File: src/rtl/proc_ctrl.sv
// rtl/proc_ctrl.sv - control sequencer for the simple 16-bit processor datapath
//
// Purpose:
//   Latches a 9-bit instruction from din in T0 and drives the bus-source
//   selects, register write enables and add/sub ALU controls over 1-3
//   execute timesteps. done pulses in the final step of every instruction.
//
// Instruction word (IR[8:0]): op = IR[8:6], X = IR[5:3], Y = IR[2:0]
//   000 mv   RX,RY  : T1 R[Y] -> R[X]
//   001 mvi  RX,#D  : T1 din -> R[X]
//   010 add  RX,RY  : T1 A <= R[X]; T2 G <= A+R[Y]; T3 R[X] <= G
//   011 sub  RX,RY  : as add with G <= A-R[Y]
//   100 mvnz RX,RY  : (PROC_CTRL_MVNZ_EN only) mv when g_nz=1, else no write
//   1xx otherwise   : NOP, done in T1
//
// Optional feature macro: PROC_CTRL_MVNZ_EN
//
// Ports:
//   clk         in   rising-edge clock
//   rst         in   asynchronous active-high reset
//   run         in   start request, sampled only in T0
//   din[DW]     in   instruction in T0; immediate data in T1 of mvi
//   g_nz        in   G-nonzero flag (mvnz only)
//   ir_ena      out  IR load strobe
//   r_sel[NREG] out  one-hot bus source select R0..R7
//   din_sel     out  bus source = din
//   g_sel       out  bus source = G
//   r_ena[NREG] out  one-hot register write enable R0..R7
//   A_ena       out  load A from bus
//   Add_SubNot  out  1 = A+bus, 0 = A-bus
//   G_ena       out  load G with the add/sub result
//   done        out  one-cycle completion pulse

module proc_ctrl #(
  parameter int DW   = 16,
  parameter int NREG = 8
) (
  input  logic            clk,
  input  logic            rst,
  input  logic            run,
  input  logic [DW-1:0]   din,
  input  logic            g_nz,
  output logic            ir_ena,
  output logic [NREG-1:0] r_sel,
  output logic            din_sel,
  output logic            g_sel,
  output logic [NREG-1:0] r_ena,
  output logic            A_ena,
  output logic            Add_SubNot,
  output logic            G_ena,
  output logic            done
);

  typedef enum logic [1:0] {T0 = 2'd0, T1 = 2'd1, T2 = 2'd2, T3 = 2'd3} tstep_e;

  localparam logic [2:0] OP_MV   = 3'b000;
  localparam logic [2:0] OP_MVI  = 3'b001;
  localparam logic [2:0] OP_ADD  = 3'b010;
  localparam logic [2:0] OP_SUB  = 3'b011;
`ifdef PROC_CTRL_MVNZ_EN
  localparam logic [2:0] OP_MVNZ = 3'b100;
`endif

  tstep_e     step_q, step_d;
  logic [8:0] ir_q, ir_d;

  logic [2:0] op, rx, ry;
  assign op = ir_q[8:6];
  assign rx = ir_q[5:3];
  assign ry = ir_q[2:0];

  // Upper din bits are data-only, and g_nz is dead without the mvnz option.
  logic unused_bits;
  assign unused_bits = ^{din[DW-1:9], g_nz};

  always_ff @(posedge clk or posedge rst) begin
    if (rst) begin
      step_q <= T0;
      ir_q   <= '0;
    end else begin
      step_q <= step_d;
      ir_q   <= ir_d;
    end
  end

  always_comb begin
    step_d     = step_q;
    ir_d       = ir_q;
    ir_ena     = 1'b0;
    r_sel      = '0;
    din_sel    = 1'b0;
    g_sel      = 1'b0;
    r_ena      = '0;
    A_ena      = 1'b0;
    Add_SubNot = 1'b0;
    G_ena      = 1'b0;
    done       = 1'b0;

    case (step_q)
      T0: begin
        // Gate with rst so the strobe reads 0 while reset is held even if
        // run is already high.
        ir_ena = run & ~rst;
        if (run) begin
          ir_d   = din[8:0];
          step_d = T1;
        end
      end

      T1: begin
        case (op)
          OP_MV: begin
            r_sel[ry] = 1'b1;
            r_ena[rx] = 1'b1;
            done      = 1'b1;
            step_d    = T0;
          end
          OP_MVI: begin
            din_sel   = 1'b1;
            r_ena[rx] = 1'b1;
            done      = 1'b1;
            step_d    = T0;
          end
          OP_ADD, OP_SUB: begin
            r_sel[rx] = 1'b1;
            A_ena     = 1'b1;
            step_d    = T2;
          end
`ifdef PROC_CTRL_MVNZ_EN
          OP_MVNZ: begin
            if (g_nz) begin
              r_sel[ry] = 1'b1;
              r_ena[rx] = 1'b1;
            end
            done   = 1'b1;
            step_d = T0;
          end
`endif
          default: begin
            done   = 1'b1;
            step_d = T0;
          end
        endcase
      end

      // T2/T3 are only reachable from add/sub.
      T2: begin
        r_sel[ry]  = 1'b1;
        G_ena      = 1'b1;
        Add_SubNot = (op == OP_ADD);
        step_d     = T3;
      end

      T3: begin
        g_sel     = 1'b1;
        r_ena[rx] = 1'b1;
        done      = 1'b1;
        step_d    = T0;
      end

      default: step_d = T0;
    endcase
  end

endmodule

File: config.mk
export PLATFORM = sky130hd
export DESIGN_NAME = proc_ctrl
export DESIGN_NICKNAME = d
export VERILOG_FILES = /design/src/rtl/proc_ctrl.sv
export SDC_FILE = /design/constraint.sdc
export NUM_CORES = 1
export LEC_CHECK = 0
export CAP_MARGIN = 20
export CORE_MARGIN = 1.5
export CORE_UTILIZATION = 33
export DETAILED_ROUTE_END_ITERATION = 12
export PLACE_DENSITY = 0.8
export SYNTH_ARGS = -nofsm -noshare
export SYNTH_HDL_FRONTEND = slang
export SYNTH_SLANG_ARGS = --single-unit
File: constraint.sdc
create_clock -name clk -period 1.85 [get_ports clk]
set_input_delay 0.4625 -clock clk [delete_from_list [all_inputs] [get_ports clk]]
set_output_delay 0.4625 -clock clk [all_outputs]
set_load 0.01 [all_outputs]
==> flow_summary.ini <==
[yosys]
mappedNetlistArea_um2 = 737
synth-edff-count = 0
mappedNetlistNets = 96
yosysMostFrequentCell = sky130_fd_sc_hd__dfrtp_1
synth_register_bits = 11
synth-main-ff-cell = sky130_fd_sc_hd__dfrtp_1
synth-seq-area-share = 0.374
asyncSetResetFlopFracSynth = 1.00
synthesis.instances = 72
yosys.area.top_type = sky130_fd_sc_hd__dfrtp_1
synth_warnings = 0
avgSynthCellArea_um2 = 10.2
synthDistinctLibCells = 26
yosysTopAreaCellShare = 0.374
netlist_top_cells_area = sky130_fd_sc_hd__dfrtp_1 (37%), sky130_fd_sc_hd__mux2_2 (15%), sky130_fd_sc_hd__ha_1 (6.8%), sky130_fd_sc_hd__nor2_1 (5.1%), sky130_fd_sc_hd__o32ai_1 (3.6%)
post_synth_most_frequent_cells = sky130_fd_sc_hd__dfrtp_1 (11), sky130_fd_sc_hd__mux2_2 (10), sky130_fd_sc_hd__nor2_1 (10)

[sta]
finalWorstSetupSlack_ns = -0.402
final-hold-violation-count = 0
tns_ns = -6.27
timing_max_transition_violations_final = 0
setup_viol_count_final = 20
layout_worst_path_cycle_share = 1.22
finalClockSkew_ns = 0.000916
clock.fmax_mhz = 444
min_period_ns = 2.25
setup_repair_after_global_routing_missed_its_margin = true
worstMarginPinSlew_ns = 0.399
max-slew-margin-rel = 0.734

[clocking]
ctsHtreeMaxLevel = 1
cts.clk_slew.worst_paths_ns = 0.06
clock-root-buffer = sky130_fd_sc_hd__clkbuf_4
cts_buffers = 3
cts_hold_repair.buffers = 0
clock_path_buffers = 2
tritoncts = done
numClockSinks = 11
clock_latency_ns = 0.25

[critical_path]
critical_path.endpoint_type = output port
setup.reg_to_reg.worst_slack_ns = 0.32
r2r-start = step_q[0]
worstPathRequired_ns = 1.39
endpoint = r_sel[0]
crit_arrival_ns = 1.79
crit_path_start_kind = flop
path_class = reg -> out
critical_path.startpoint = step_q[0]
reg2regPathDepth = 8
worst-path-max-fanout = 3

[placed_design]
dpl_worst_slack_ns = -0.585
io_buffer_count = 34
placed_cells_incl_taps = 149
globalplace.congestion = 0.824
detailedPlacementHpwl_mm = 1.68

[power]
total_leakage_power_nw = 0.627
design_power_total_mw = 2.20
irDropWorstVdd_v = 0.000773
cellPowerDensity_nw_per_um2 = 1590

[finish]
layout.nets = 159
n_antenna_cell = 0
final.fill_count = 142
instances_no_fill = 161
ff_latch_area_um2 = 277
multiInputGateArea_um2 = 593
final_core_util = 0.684
area_delta_synth_final_pct = 87.6
final_layout_size_suffix_gt1_frac = 0.649

[floorplanning]
design.portCount = 43
initial_utilization = 0.364
dieHeight_um = 50.3
die_area_um2 = 2530
core_um2 = 2020
die-width_um = 50.3
rows = 16

[detailed_routing]
vias_per_cell = 5.13
detail_route.first_pass.iterations = 4
finalWirelength_mm = 2.45
routedWlPerCell_um = 15.2
routed-via-count = 826
drt_iter0_drc = 10
number_of_drc_violations_after_detailed_routing = 0
postRouteAntennaNets = 0

[worst_hold_path]
hold_path_class = in -> async

[grt]
grt_first_pass_wirelength_mm = 4.01
grt_antenna_before_repair = 0
grt_max_degree = 12
via_count_of_the_first_global_routing_pass = 873
globalRouteOverflowTotal = 0
grt_util_all_layers = 0.206

[job]
timing.max_cap.violations = 0

[run_status]
failed_checks = negative setup slack
run_status = complete, but fails checks
state kept, by name, summed over array words and instances (netlist names), named ones only:
name,cells
ir_q,9
step_q,1
metrics by stage:
step | instance area, µm² | hold WS, ns
after floorplan | 749 | 0.315
after global placement | 1240 | 0.512
after detailed placement | 1240 | 0.526
after CTS | 1360 | 0.532
after global routing | 1380 | 0.553
final | 1380 | 0.522
metal layers:
layer | up-vias | global-route usage | part of all wire
li1 | 390 | - | -
met1 | 405 | 0.238 | 0.41
met2 | 25 | 0.384 | 0.54
met3 | 6 | 0.0179 | 0.030
met4 | 0 | 0.0833 | 0.025
met5 | - | 0 | 0
critical path: stages (launching register included):
cell	delay [ns]
sky130_fd_sc_hd__dfrtp_1	0.41
sky130_fd_sc_hd__inv_2	0.08
sky130_fd_sc_hd__ha_4	0.28
sky130_fd_sc_hd__or3b_4	0.39
sky130_fd_sc_hd__o32ai_2	0.20
sky130_fd_sc_hd__buf_2	0.17
area by class of cell:
| type | count | area share |
|---|---|---|
| Timing Repair Buffer | 58 | 0.312 |
| Tap cell | 27 | 0.0244 |
| Inverter | 5 | 0.0154 |
| Clock buffer | 4 | 0.0190 |
| Sequential cell | 11 | 0.200 |
| Multi-Input combinational cell | 56 | 0.429 |
power breakdown:
part | internal, mW | leakage (nW) | switching (mW)
Clock | 0.0831 | 0.0150 | 0.0677
Combinational | 0.839 | 0.482 | 0.670
Sequential | 0.364 | 0.130 | 0.178
placed cells by master (no fill, tap or decap), types with 2 or more instances in the layout:
| master | synthesis | layout |
|---|---|---|
| sky130_fd_sc_hd__buf_2 | 0 | 22 |
| sky130_fd_sc_hd__buf_4 | 0 | 17 |
| sky130_fd_sc_hd__buf_6 | 0 | 7 |
| sky130_fd_sc_hd__clkbuf_4 | 0 | 3 |
| sky130_fd_sc_hd__clkdlybuf4s50_1 | 0 | 11 |
| sky130_fd_sc_hd__dfrtp_1 | 11 | 10 |
| sky130_fd_sc_hd__ha_4 | 0 | 4 |
| sky130_fd_sc_hd__inv_1 | 5 | 2 |
| sky130_fd_sc_hd__inv_2 | 0 | 2 |
| sky130_fd_sc_hd__mux2_2 | 10 | 10 |
| sky130_fd_sc_hd__nand2_1 | 2 | 2 |
| sky130_fd_sc_hd__nand2b_1 | 2 | 2 |
| sky130_fd_sc_hd__nand3b_1 | 2 | 2 |
| sky130_fd_sc_hd__nor2_1 | 10 | 7 |
| sky130_fd_sc_hd__nor2_2 | 1 | 3 |
| sky130_fd_sc_hd__o21ai_4 | 0 | 2 |
| sky130_fd_sc_hd__o22ai_1 | 4 | 2 |
| sky130_fd_sc_hd__o22ai_2 | 0 | 2 |
| sky130_fd_sc_hd__o32ai_2 | 1 | 4 |
timing repair:
action / CTS / global route
pin swaps: 12 / 13
setup endpoints to repair: 23 / 23
resized for setup: 118 / 12
setup buffers: 9 / 2
cell families after synthesis:
family	Yosys count	share of synthesized area
AO/OA/AOI/OAI	14	0.141
adder cells (fa/ha/maj)	4	0.0679
buffers and inverters	5	0.0255
flip-flops	11	0.374
multiplexers	10	0.153
AND/OR/NAND/NOR	28	0.239
worst min-delay path by stage:
stage | from | to | slack (ns) | cells past startpoint
3_5_place_dp | ir_q[3] | ir_q[3] | 0.53 | 1
3_3_place_gp | ir_q[3] | ir_q[3] | 0.51 | 1
6_report | rst | ir_q[1] | 0.52 | 2
2_1_floorplan | rst | asynchronous set/reset pin | 0.31 | 1
5_1_grt | rst | ir_q[1] | 0.55 | 2
4_1_cts | rst | ir_q[2] | 0.53 | 2
No activity file was read; power rests on OpenSTA's default activity.
